$ cat config.mk
export PLATFORM = sky130hd
export DESIGN_NAME = ftdi_uart
export DESIGN_NICKNAME = d
export VERILOG_FILES = /design/src/rtl/ftdi_uart.sv
export SDC_FILE = /design/constraint.sdc
export NUM_CORES = 1
export LEC_CHECK = 0
export ABC_AREA = 1
export CAP_MARGIN = 0
export CORE_MARGIN = 5
export CORE_UTILIZATION = 57
export CTS_CLUSTER_DIAMETER = 40
export DETAILED_ROUTE_END_ITERATION = 8
export PLACE_DENSITY = 0.94
export RECOVER_POWER = 25
export SLEW_MARGIN = 10
export SYNTH_ARGS = -nofsm -noshare
export SYNTH_HDL_FRONTEND = slang
export SYNTH_SLANG_ARGS = --single-unit
$ cat constraint.sdc
create_clock -name clk -period 4.3 [get_ports clk]
set_clock_uncertainty 0.05 [all_clocks]
set_input_delay 0.645 -clock clk [delete_from_list [all_inputs] [get_ports clk]]
set_output_delay 0.645 -clock clk [all_outputs]
set_load 0.05 [all_outputs]
$ cat src/rtl/ftdi_uart.sv
// 8N1 byte transmitter toward the FTDI USB-serial bridge.
// Serialises one byte per accepted initialize and raises a sticky done when the stop bit ends.
module ftdi_uart #(
  parameter int FREQUENCY = 50_000_000,
  parameter int BAUD_RATE = 9600
) (
  input  logic       clk,
  input  logic       reset,
  input  logic [7:0] data,
  input  logic       initialize,
  output logic       ready,
  output logic       done,
  output logic       baud_tick,
  output logic [1:0] state_test,
  output logic       FTDI_RX,
  input  logic       FTDI_TX,
  input  logic       FTDI_DTR,
  output logic       FTDI_CTS
);

  localparam int DIV   = FREQUENCY / BAUD_RATE;
  localparam int CNT_W = (DIV > 2) ? $clog2(DIV) : 1;
  localparam logic [CNT_W-1:0] CNT_LAST = CNT_W'(DIV - 1);

  typedef enum logic [1:0] {
    IDLE  = 2'd0,
    START = 2'd1,
    DATA  = 2'd2,
    STOP  = 2'd3
  } state_t;

  state_t           state, state_n;
  logic [CNT_W-1:0] cnt, cnt_n;
  logic [2:0]       idx, idx_n;
  logic [7:0]       shreg, shreg_n;
  logic             tx, tx_n;
  logic             done_r, done_n;
  logic             tick_r, tick_n;
  logic             bit_end;

  // The receive line and DTR are deliberately not used by this transmit-only block.
  logic unused_inputs;
  assign unused_inputs = FTDI_TX ^ FTDI_DTR;

  always_ff @(posedge clk) begin
    if (reset) begin
      state  <= IDLE;
      cnt    <= '0;
      idx    <= '0;
      shreg  <= '0;
      tx     <= 1'b1;
      done_r <= 1'b0;
      tick_r <= 1'b0;
    end else begin
      state  <= state_n;
      cnt    <= cnt_n;
      idx    <= idx_n;
      shreg  <= shreg_n;
      tx     <= tx_n;
      done_r <= done_n;
      tick_r <= tick_n;
    end
  end

  assign bit_end = (cnt == CNT_LAST);

  always_comb begin
    state_n = state;
    cnt_n   = cnt;
    idx_n   = idx;
    shreg_n = shreg;
    done_n  = done_r;
    tick_n  = 1'b0;
    tx_n    = 1'b1;
    if (state == IDLE) begin
      cnt_n = '0;
      if (initialize) begin
        shreg_n = data;
        state_n = START;
        done_n  = 1'b0;
      end
    end else if (bit_end) begin
      cnt_n  = '0;
      tick_n = 1'b1;
      case (state)
        START: begin
          state_n = DATA;
          idx_n   = '0;
        end
        DATA: begin
          shreg_n = shreg >> 1;
          idx_n   = idx + 3'd1;
          if (idx == 3'd7) state_n = STOP;
        end
        default: begin
          state_n = IDLE;
          done_n  = 1'b1;
        end
      endcase
    end else begin
      cnt_n = cnt + 1'b1;
    end
    // Line level is computed from the next state so FTDI_RX comes straight from a flop.
    case (state_n)
      START:   tx_n = 1'b0;
      DATA:    tx_n = shreg_n[0];
      default: tx_n = 1'b1;
    endcase
  end

  assign ready      = (state == IDLE);
  assign done       = done_r;
  assign baud_tick  = tick_r;
  assign state_test = state;
  assign FTDI_RX    = tx;
  assign FTDI_CTS   = 1'b0;

endmodule

# Yosys cells after proc, flatten, opt, wreduce, memory -nomap -nowiden
# Cells that the tools add are included.
[word_totals]
out_inout_bits = 7
regBits = 29
in_bits = 13
[op_classes]
add_sub_neg = 2
n_mux = 16
reduce_logical = 10
n_eq_ne = 8
bitwise_logic = 1
[op_table]
columns = ["op", "count"]
rows = [
  ["2-to-1 mux 8 bit", 4],
  ["adder 13 x 1 -> 13 bit, second input constant", 1],
  ["equality test 13 bit, second input constant", 1],
  ["AND reduction 3 bit", 3],
  ["2-to-1 mux 2 bit", 4],
  ["case mux 3 bit (2 select lines)", 1],
  ["nonzero test 2 bit", 3],
  ["2-to-1 mux 1 bit", 5],
  ["equality test 2 x 1 -> 1 bit, second input constant", 2],
  ["equality test 2 bit, second input constant", 2],
  ["case mux 2 bit (2 select lines)", 1],
  ["OR reduction 2 bit", 2],
  ["adder 3 x 1 -> 3 bit, second input constant", 1],
  ["equality test 3 bit, second input constant", 1],
  ["OR reduction 3 bit", 1],
  ["logical NOT 2 bit", 1],
  ["inequality test 2 x 1 -> 1 bit, second input constant", 1],
  ["inequality test 2 bit, second input constant", 1],
  ["case mux 1 bit (2 select lines)", 1],
  ["inverter 1 bit", 1],
]

# Logic depth before layout (Yosys ltp)
# Gate-level depths: netlist of run 1.
[depth]
depth_word = 7
ltp_mapped = 10
mapped_depth_nobuf = 10

# Worst setup path after synthesis of run 1
# OpenSTA, ideal clock, no wires.
[synth_path]
kind = "register to register"
from = "reg state[0], in the netlist state_test[0]"
to = "reg tx, in the netlist FTDI_RX"
arrival_ps = 2145
stages_incl_launch_ff = 10
n_path_buf = 1
setup_ps = 118
setup_slack_ps = 1987
required_time_ps = 4132
cell_sequence = "dfxtp_1 -> inv_1 -> ha_1 -> inv_1 -> clkbuf_1 -> nand3_1 -> nand3_1 -> nand3_1 -> nor2_1 -> nor2_1"
[synth_between]
elab_cells_between_ends = 14
classes_between = "eq/ne (4); mux (9); reduce/logical (1)"
[synth_rtl]
columns = ["element", "line", "source"]
rows = [
  ["start, declared", "32", "state_t state, state_n;"],
  ["start signal, assigned", "55", "state <= state_n;"],
  ["logical NOT 2 bit (*)", "--", ""],
  ["named net ready", "11", "output logic ready,"],
  ["2-to-1 mux 2 bit", "75", "if (state == IDLE) begin"],
  ["equality test 2 bit or equality test 2 x 1 -> 1 bit (tied branches)", "104", "case (state_n)"],
  ["case mux 1 bit (2 select lines) (*)", "104", ""],
  ["end signal, assigned", "59", "tx <= tx_n;"],
  ["end, declared", "36", "logic tx, tx_n;"],
]
# Mark *: on every way through the listed nets, which the timed path passes. The rest lies on a longest branch. The select of a mux whose other input is x is not followed.
# A chain may end at the register's enable or synchronous reset.

# Worst setup path after layout of run 1
[layout_path]
from = "reg state[0], in the netlist state_test[0]"
to = "out ready"
[layout_between]
elab_chain_len = 1
[layout_rtl]
columns = ["element", "line", "source"]
rows = [
  ["logical NOT 2 bit", "111", "assign ready = (state == IDLE);"],
  ["end, declared", "11", ""],
]
# No other way between the ends.

==> summary.txt, run 1 <==
Count of cell types in the netlist -> 29
Critical R2R Capture -> FTDI_RX
Die ar. -> 3658 um2
Unrepaired setup endpoints after global routing -> no
Critical Path Max Stage Delay -> 0.86 ns
Routed WL -> 2.840 mm
P_leak -> 0.0006683 uW
Largest net degree at the start of global routing -> 17
Maximum buffer depth of the clock tree -> 2
IO buf count -> 16
Met2 usage in global routing -> 30.25%
Buf/Inv on CP -> 2
Crit path DAT -> 1.93 ns
Achievable frequency -> 380.6 MHz
Psw -> 140.3 uW
TritonCTS clock tree -> yes
Total CTS buffers -> 5
WHS Endpoint -> cnt[0]
Final TNS setup -> 0 ns
Total GRT Usage -> 18.07%
CP top delay family -> buffers and inverters
Number of H-tree levels -> 2
Sequential fraction of design power -> 55.3%
Hold Crit Depth -> 1
Clock transition at path regs -> 0.08 ns
Post-Place Cell Area -> 1628 um2
Synth warn -> 0
Detailed Routing Iterations Pass 1 -> 4
Endpoints failing setup -> 0
Routed WL per cell -> 11.41 um
Die width -> 60.48 um
Peak VDD IR -> 298.1 uV
Fin. max-slew vios -> 0
Reg2Reg Setup Slack -> 1.99 ns
Hold Vio Cnt, Final -> 0
DR DRC count -> 0
Post-Syn Instances -> 199
Final core occ -> 66.72%
Final period util -> 61.11%
Minimum clock period -> 2.628 ns
Number of vias per cell -> 5.305
Clock power share -> 29.9%
Crit-path cells -> inv_1 -> ha_1 -> clkdlybuf4s50_1
Kind of critical path -> register to output port
Antenna-violating nets left -> 0
Fin nets -> 236
Yosys top cell by area -> dfxtp_1
Initial antenna violation count -> 0
CP max-delay cell -> clkdlybuf4s50_1
Status -> finished clean
I/O pin count -> 20
Design Power -> 509.7 uW
Ant. Diodes -> 0
Post-synth EDFFs -> 0
Area contributors post-synth -> dfxtp_1 (40%), nand2_1 (12%), nor2_1 (6.7%), a21oi_1 (6.2%), nand3_1 (5.5%)
Setup repair bufs after CTS -> 0
Least-Margin Pin Slew -> 0.6762 ns
FILL cells -> 206
Hold_buf cts -> 0
Critical Path Source Type -> register
Synthesized area -> 1453 um2
Later-pin clock latency in the skew report -> 0.33 ns
Worst hold path class -> register to register
Power Dens Cells -> 311.2 nW/um2
Most common cell in the synthesized netlist -> nand2_1
Synth Net Count -> 217
CP Max Fanout -> 5
Commonest cells post-synth -> nand2_1 (45), dfxtp_1 (29), nor2_1 (26), inv_1 (21), a21oi_1 (18)
Vias -> 1321
GRT busiest layer -> met2
Reg2Reg Depth -> 10
Initial Util -> 59.17%
Worst EP required -> 3.61 ns
Logic gate share of total power -> 14.9%
Yosys top cell area share -> 39.97%
DR iter-0 viols -> 30
FP Rows -> 18
GRT overflow -> 0
Min-delay src -> cnt[0]
Share of cells above drive strength 1 -> 6.393%
Worst relative slew slack -> 54.76%
GRT met3 Usage -> 6.809%
Area delta synth->final -> 12.75%
Int Power -> 369.4 uW
HPWL Detailed -> 2.099 mm
Max-cap violation count -> 0
Die height -> 60.48 um
Worst R2R Start -> cnt[0]
Layout Cell Area excl Fill -> 1638 um2
Vias in the first global route -> 1246
Grt met1 use -> 20.84%
Net Sw Frac -> 27.52%
Syn avg cell area -> 7.300 um2
Final Wtd Congestion -> 0.8321
CTS resizes -> 0
# clock sinks -> 29
Seq/Total Area, Yosys -> 39.97%
Number of synthesized register bits -> 29
CORE AREA -> 2455 um2
CTS root buf -> clkbuf_4
Async SR Flop Fraction -> 0%
First-pass GRT wire length -> 4.905 mm
Crit. End Element -> output port
Top_reg_cell synth -> dfxtp_1
-- metal layers --
metal / vias up / routed length, um
li1: 683 / -
met1: 601 / 1289
met2: 29 / 1350
met3: 8 / 153
met4: 0 / 46
met5: - / 0
-- worst max path at each step --
stage / start / endpoint / slack [ns] / cells past startpoint
after floorplan: state_test[0] / FTDI_RX / 1.99 / 9
after global placement: reset / cnt[9] / 1.88 / 5
after detailed placement: reset / cnt[9] / 1.85 / 5
after CTS: state_test[0] / ready / 1.67 / 3
after global routing: state_test[0] / ready / 1.59 / 3
final: state_test[0] / ready / 1.67 / 3
-- kinds of logic after synthesis --
group / share of synthesized area, %
and+or+nand+nor: 36.35
AOI/OAI and AO/OA: 10.42
DFF: 39.97
buffers and inverters: 7.494
xor gates and xnor gates: 1.206
adders and majority gates: 4.307
other: 0.2582
-- power groups by stage --
stage | Sequential (uW) | Clock [uW] | Combinational (uW)
final | 282 | 152 | 75.8
after global routing | 283 | 175 | 83.7
after CTS | 282 | 157 | 76.3
after floorplan | 295 | 0 | 44.5
after detailed placement | 288 | 0 | 76.0
after global placement | 288 | 0 | 74.4
-- stage by stage --
step                instances  hold slack, ns  setup WS (ns)
floorplan                 199          0.3802          1.987
global placement          241          0.3934          1.878
detailed placement        241          0.4163          1.853
CTS                       249          0.4282          1.667
global route              249          0.4626          1.594
finish                    249          0.4219          1.672
-- final cells by class --
cell class	count	area [um2]	area share, %
timing repair buffer	16	160.2	9.778
tap	30	37.54	2.292
sequential	29	580.6	35.45
inverter	23	86.33	5.271
clock buffer	8	48.80	2.979
multi-input combinational	143	724.4	44.23
-- sequential cells by signal (all words and copies together) (netlist names) --
name        flops
cnt            13
shreg           8
idx             3
state_test      2
FTDI_RX         1
baud_tick       1
done            1
-- layout by cell type (no fill, tap or decap) --
master	Yosys	routed
xor2_1	2	2
inv_2	2	2
nor2_1	26	28
clkdlybuf4s50_1	0	15
nor3_2	1	1
nand2_1	45	46
o21bai_1	2	2
nand4_1	4	4
dlygate4sd3_1	0	1
inv_1	21	21
nor2_2	2	2
o21ai_0	4	4
nor3_4	1	1
conb_1	1	1
a21oi_1	18	18
nand3b_1	1	1
nor4_1	1	1
a22oi_1	1	1
nor3b_1	1	1
dfxtp_1	29	29
nor3_1	5	5
clkbuf_1	2	3
nand2_2	2	1
o21bai_4	1	1
nand3_1	16	17
nand3_2	1	1
ha_1	5	5
clkbuf_4	0	5
No activity file was read; power rests on OpenSTA's default activity.
==> run 2: changes to the inputs <==
- CORE_UTILIZATION: 57 -> 48
- PLACE_DENSITY: 0.94 -> 0.85
- clock period: 4.3 -> 2.4 ns (I/O delays scaled with it)
==> run 2 against run 1 <==
Effect of this change: via count shrank 1.2%; core utilization is 11 points lower; power is 84% higher; die area grew 16%; cell area increased by 2.1%; sequential cell count is the same; clock power grew 95%; routed wire length rose by 0.49%; worst setup slack worse by 1.3 ns; critical path depth is 5 higher; sequential share of layout area decreased by 0.74 points.
==> summary.txt, run 2 (same netlist as run 1, synthesis figures left out) <==
CTS root buf -> clkbuf_4
Peak VDD IR -> 375.9 uV
Initial antenna violation count -> 0
GRT met3 Usage -> 6.412%
# clock sinks -> 29
Unrepaired setup endpoints after global routing -> no
Least-Margin Pin Slew -> 0.5165 ns
Minimum clock period -> 2.013 ns
Detailed Routing Iterations Pass 1 -> 4
Biggest regs -> cnt x13, shreg x8, idx x3
Crit path DAT -> 2.18 ns
TritonCTS clock tree -> yes
GRT busiest layer -> met2
Max FFs per register -> 13
Area delta synth->final -> 15.16%
Placed instance count -> 246
FP Rows -> 20
Routed WL per cell -> 11.28 um
Vias -> 1305
Kind of critical path -> register to register
GRT overflow -> 0
Crit. End Element -> register
Number of vias per cell -> 5.158
Total GRT Usage -> 15.30%
Die width -> 65.01 um
Worst hold path class -> register to register
Final Wtd Congestion -> 0.7614
Hold Vio Cnt, Final -> 0
Worst slack, placed -> 0.4149 ns
First-pass GRT wire length -> 4.981 mm
Critical Path Source -> cnt[0]
Reg2Reg Setup Slack -> 0.39 ns
Most common cell after layout, fill and taps aside -> nand2_1
Maximum buffer depth of the clock tree -> 2
Achievable frequency -> 496.7 MHz
CORE AREA -> 2978 um2
Grt met1 use -> 18.07%
Critical R2R Capture -> shreg[1]
Share of cells above drive strength 1 -> 8.636%
Routed WL -> 2.854 mm
Fin nets -> 238
Initial Util -> 48.78%
Die height -> 65.01 um
IO buf count -> 16
Top reg by flops -> cnt
Final core occ -> 56.18%
Critical Path Source Type -> register
Worst R2R Start -> cnt[0]
Largest net degree at the start of global routing -> 16
Worst EP required -> 2.57 ns
Setup repair bufs after CTS -> 0
Final std cells w/o fill -> 253
Worst setup margin -> 0.3868 ns
Later-pin clock latency in the skew report -> 0.33 ns
Number of H-tree levels -> 2
HPWL Detailed -> 2.134 mm
I/O pin count -> 20
Met2 usage in global routing -> 25.16%
Final period util -> 83.88%
CP endpoint -> shreg[1]
Min-delay src -> cnt[0]
Final TNS setup -> 0 ns
CTS resizes -> 0
Hold_buf cts -> 0
DR iter-0 viols -> 70
Clock transition at path regs -> 0.08 ns
DR DRC count -> 0
Status -> finished clean
Max-cap violation count -> 0
FILL cells -> 288
Total CTS buffers -> 5
Endpoints failing setup -> 0
Reg2Reg Depth -> 8
Fin. max-slew vios -> 0
Antenna-violating nets left -> 0
CP Max Fanout -> 8
Most frequent cells in the layout -> nand2_1 (46), dfxtp_1 (29), nor2_1 (27), inv_1 (21), a21oi_1 (18)
Worst relative slew slack -> 65.46%
Power Dens Cells -> 560.3 nW/um2
Ant. Diodes -> 0
Vias in the first global route -> 1172
P_leak -> 0.0006871 uW
Die ar. -> 4226 um2
-- run 2: changes by cell type in the layout (fill, tap and decap cells not counted), sizes merged --
cell and change:
clkbuf -1, dlymetal6s2s +1, buf +2, dlygate4sd3 -1
-- run 2: per-stage QoR --
step / area [um2] / hold slack (ns) / power (uW)
after floorplan: 1453 / 0.3791 / 608.5
after global placement: 1647 / 0.3968 / 653.2
after detailed placement: 1647 / 0.4079 / 655.5
after CTS: 1702 / 0.4274 / 951.6
after global routing: 1673 / 0.4456 / 992.0
final: 1673 / 0.4337 / 937.4
-- run 2: how the worst min path moves through the flow --
stage	endpoint	slack (ns)	cells after the start
after floorplan	shreg[0]	0.38	1
after global placement	cnt[0]	0.40	1
after detailed placement	cnt[0]	0.41	1
after CTS	cnt[0]	0.43	1
after global routing	cnt[0]	0.45	1
final	cnt[0]	0.43	1
-- run 2: power by group --
part / total [uW] / internal, uW / switching (uW) / leakage [uW]
combinational: 137 / 51.1 / 85.9 / 0.000420
clock: 296 / 138 / 158 / 0.0000314
sequential: 504 / 496 / 8.45 / 0.000236
total: 937 / 685 / 252 / 0.000687
-- run 2: layer usage --
layer | up-vias | share of wire [%]
met5 | - | 0
met4 | 0 | 0.81
met3 | 3 | 7.3
met2 | 43 | 48
met1 | 578 | 43
li1 | 681 | -
-- run 2: area by class of cell --
class / instances / area (um2) / share of cell area, %
multi-input cells: 143 / 732.0 / 43.75
flip-flops and latches: 29 / 580.6 / 34.70
repair buffers: 18 / 177.7 / 10.62
inverters: 23 / 86.33 / 5.161
clock buffers: 7 / 55.05 / 3.291
well taps: 33 / 41.29 / 2.468
-- run 2: critical path, stage by stage (launching register included) --
cell      delay [ns]
dfxtp_1         0.38
ha_1            0.19
nand2_1         0.11
nor2_1          0.30
nand3_4         0.15
nor2_2          0.31
o21bai_2        0.19
a21oi_1         0.18
nor2_1          0.05
==> run 3: changes to the inputs <==
- clock period: 2.4 -> 1.75 ns (I/O delays scaled with it)
==> run 3 against run 2 <==
Effect of this change: clock-buffer cell count unchanged; highest routed layer unchanged; sequential cell count unchanged; hold slack got worse by 0.015 ns; largest power group unchanged; critical endpoint is now FTDI_RX; register-to-register slack got worse by 0.28 ns; largest cell class unchanged.
==> summary.txt, run 3 (same netlist as run 1, synthesis figures left out) <==
Final core occ -> 59.96%
I/O pin count -> 20
Achievable frequency -> 609.3 MHz
Worst relative slew slack -> 59.94%
First-pass GRT wire length -> 4.912 mm
Register area -> 586.8 um2
Share of cells above drive strength 1 -> 15.93%
# clock sinks -> 29
Crit. End Element -> register
Die width -> 65.01 um
Routed WL -> 2.968 mm
Minimum clock period -> 1.641 ns
TritonCTS clock tree -> yes
CORE AREA -> 2978 um2
Max-cap violation count -> 0
FP Rows -> 20
Power Dens Cells -> 772.8 nW/um2
Number of H-tree levels -> 2
Later-pin clock latency in the skew report -> 0.33 ns
Final Wtd Congestion -> 0.8325
Die ar. -> 4226 um2
Worst hold path class -> register to register
IO buf count -> 16
Critical Path Source Type -> register
Routed WL per cell -> 11.46 um
Fin nets -> 243
Biggest regs -> cnt x13, shreg x8, idx x3
Fin. max-slew vios -> 0
Hold_buf cts -> 0
Worst EP required -> 1.93 ns
Kind of critical path -> register to register
Clock transition at path regs -> 0.09 ns
Status -> finished clean
Max FFs per register -> 13
CP Max Fanout -> 7
FILL cells -> 268
GRT overflow -> 0
Multi-input gate area -> 797.0 um2
Die height -> 65.01 um
Least-Margin Pin Slew -> 0.6035 ns
Hold Vio Cnt, Final -> 0
Final period util -> 93.78%
DR DRC count -> 0
Peak VDD IR -> 395.8 uV
Area delta synth->final -> 22.91%
Number of vias per cell -> 5.124
Vias in the first global route -> 1149
Antenna-violating nets left -> 0
Initial antenna violation count -> 0
Maximum buffer depth of the clock tree -> 2
Most common cell after layout, fill and taps aside -> nand2_1
Crit path DAT -> 1.82 ns
Initial Util -> 48.78%
HPWL Detailed -> 2.202 mm
Top reg by flops -> cnt
Final TNS setup -> 0 ns
CTS root buf -> clkbuf_4
DR iter-0 viols -> 48
Endpoints failing setup -> 0
Vias -> 1327
P_leak -> 0.0007666 uW
Ant. Diodes -> 0
Detailed Routing Iterations Pass 1 -> 4
Total GRT Usage -> 15.07%
Most frequent cells in the layout -> nand2_1 (44), dfxtp_1 (26), nor2_1 (26), inv_1 (21), a21oi_1 (18)
Largest net degree at the start of global routing -> 16
Total CTS buffers -> 5
==> run 3: layer usage <==
layer / up-vias / routed length, um / track usage [%]
met1: 600 / 1388 / 17.82
met3: 7 / 150 / 4.853
met4: 0 / 69 / 7.772
met2: 23 / 1360 / 24.27
met5: - / 0 / 0
li1: 697 / - / -
==> run 3: path summary, 6_finish.rpt <==
kind	slack (ns)	cells after the start	startpoint	end
worst min register to register	0.42	2	shreg[7]	shreg[7]
worst max-delay path	0.11	10	cnt[0]	FTDI_RX
worst min-delay path	0.42	2	shreg[7]	shreg[7]
worst max register to register	0.11	10	cnt[0]	FTDI_RX
==> run 3: through the flow <==
stage | cell area (um2) | total power [uW] | hold slack [ns] | cells | setup slack, ns
after global placement | 1697 | 922.6 | 0.4009 | 249 | 0.1179
after global routing | 1785 | 1443 | 0.4422 | 259 | -0.004015
after detailed placement | 1697 | 926.6 | 0.4033 | 249 | 0.04913
after floorplan | 1471 | 843.3 | 0.2816 | 199 | 0.03621
final | 1785 | 1380 | 0.4184 | 259 | 0.1088
after CTS | 1767 | 1393 | 0.4176 | 257 | 0.02685
==> run 3: power by group <==
| part | internal [uW] | total, uW | leakage (uW) | switching (uW) |
|---|---|---|---|---|
| Sequential | 681 | 693 | 0.000237 | 11.8 |
| Combinational | 89.9 | 216 | 0.000488 | 126 |
| Clock | 232 | 471 | 0.0000413 | 239 |
| Total | 1000 | 1380 | 0.000767 | 377 |
==> run 3: layout make-up <==
class                   instances  share of cell area, %
multi-input cells             143                  44.64
flip-flops and latches         29                  32.87
clock inverters                 1                 0.2803
inverters                      23                  4.835
clock buffers                   7                  3.644
repair buffers                 23                  11.42
well taps                      33                  2.313
==> run 3: timing repair <==
action | CTS | global route
setup endpoints to repair | 0 | 16
gates resized for setup | 0 | 6
setup buffers | 0 | 2
==> run 3: worst max-delay path: stages (launching register included) <==
cell	delay, ns
dfxtp_1	0.35
ha_2	0.19
nand2_2	0.11
nor2_4	0.14
nand3_4	0.15
nor2_8	0.19
nand2_2	0.07
nand3_2	0.08
nand2_1	0.05
nor2_1	0.11
nor2_1	0.05
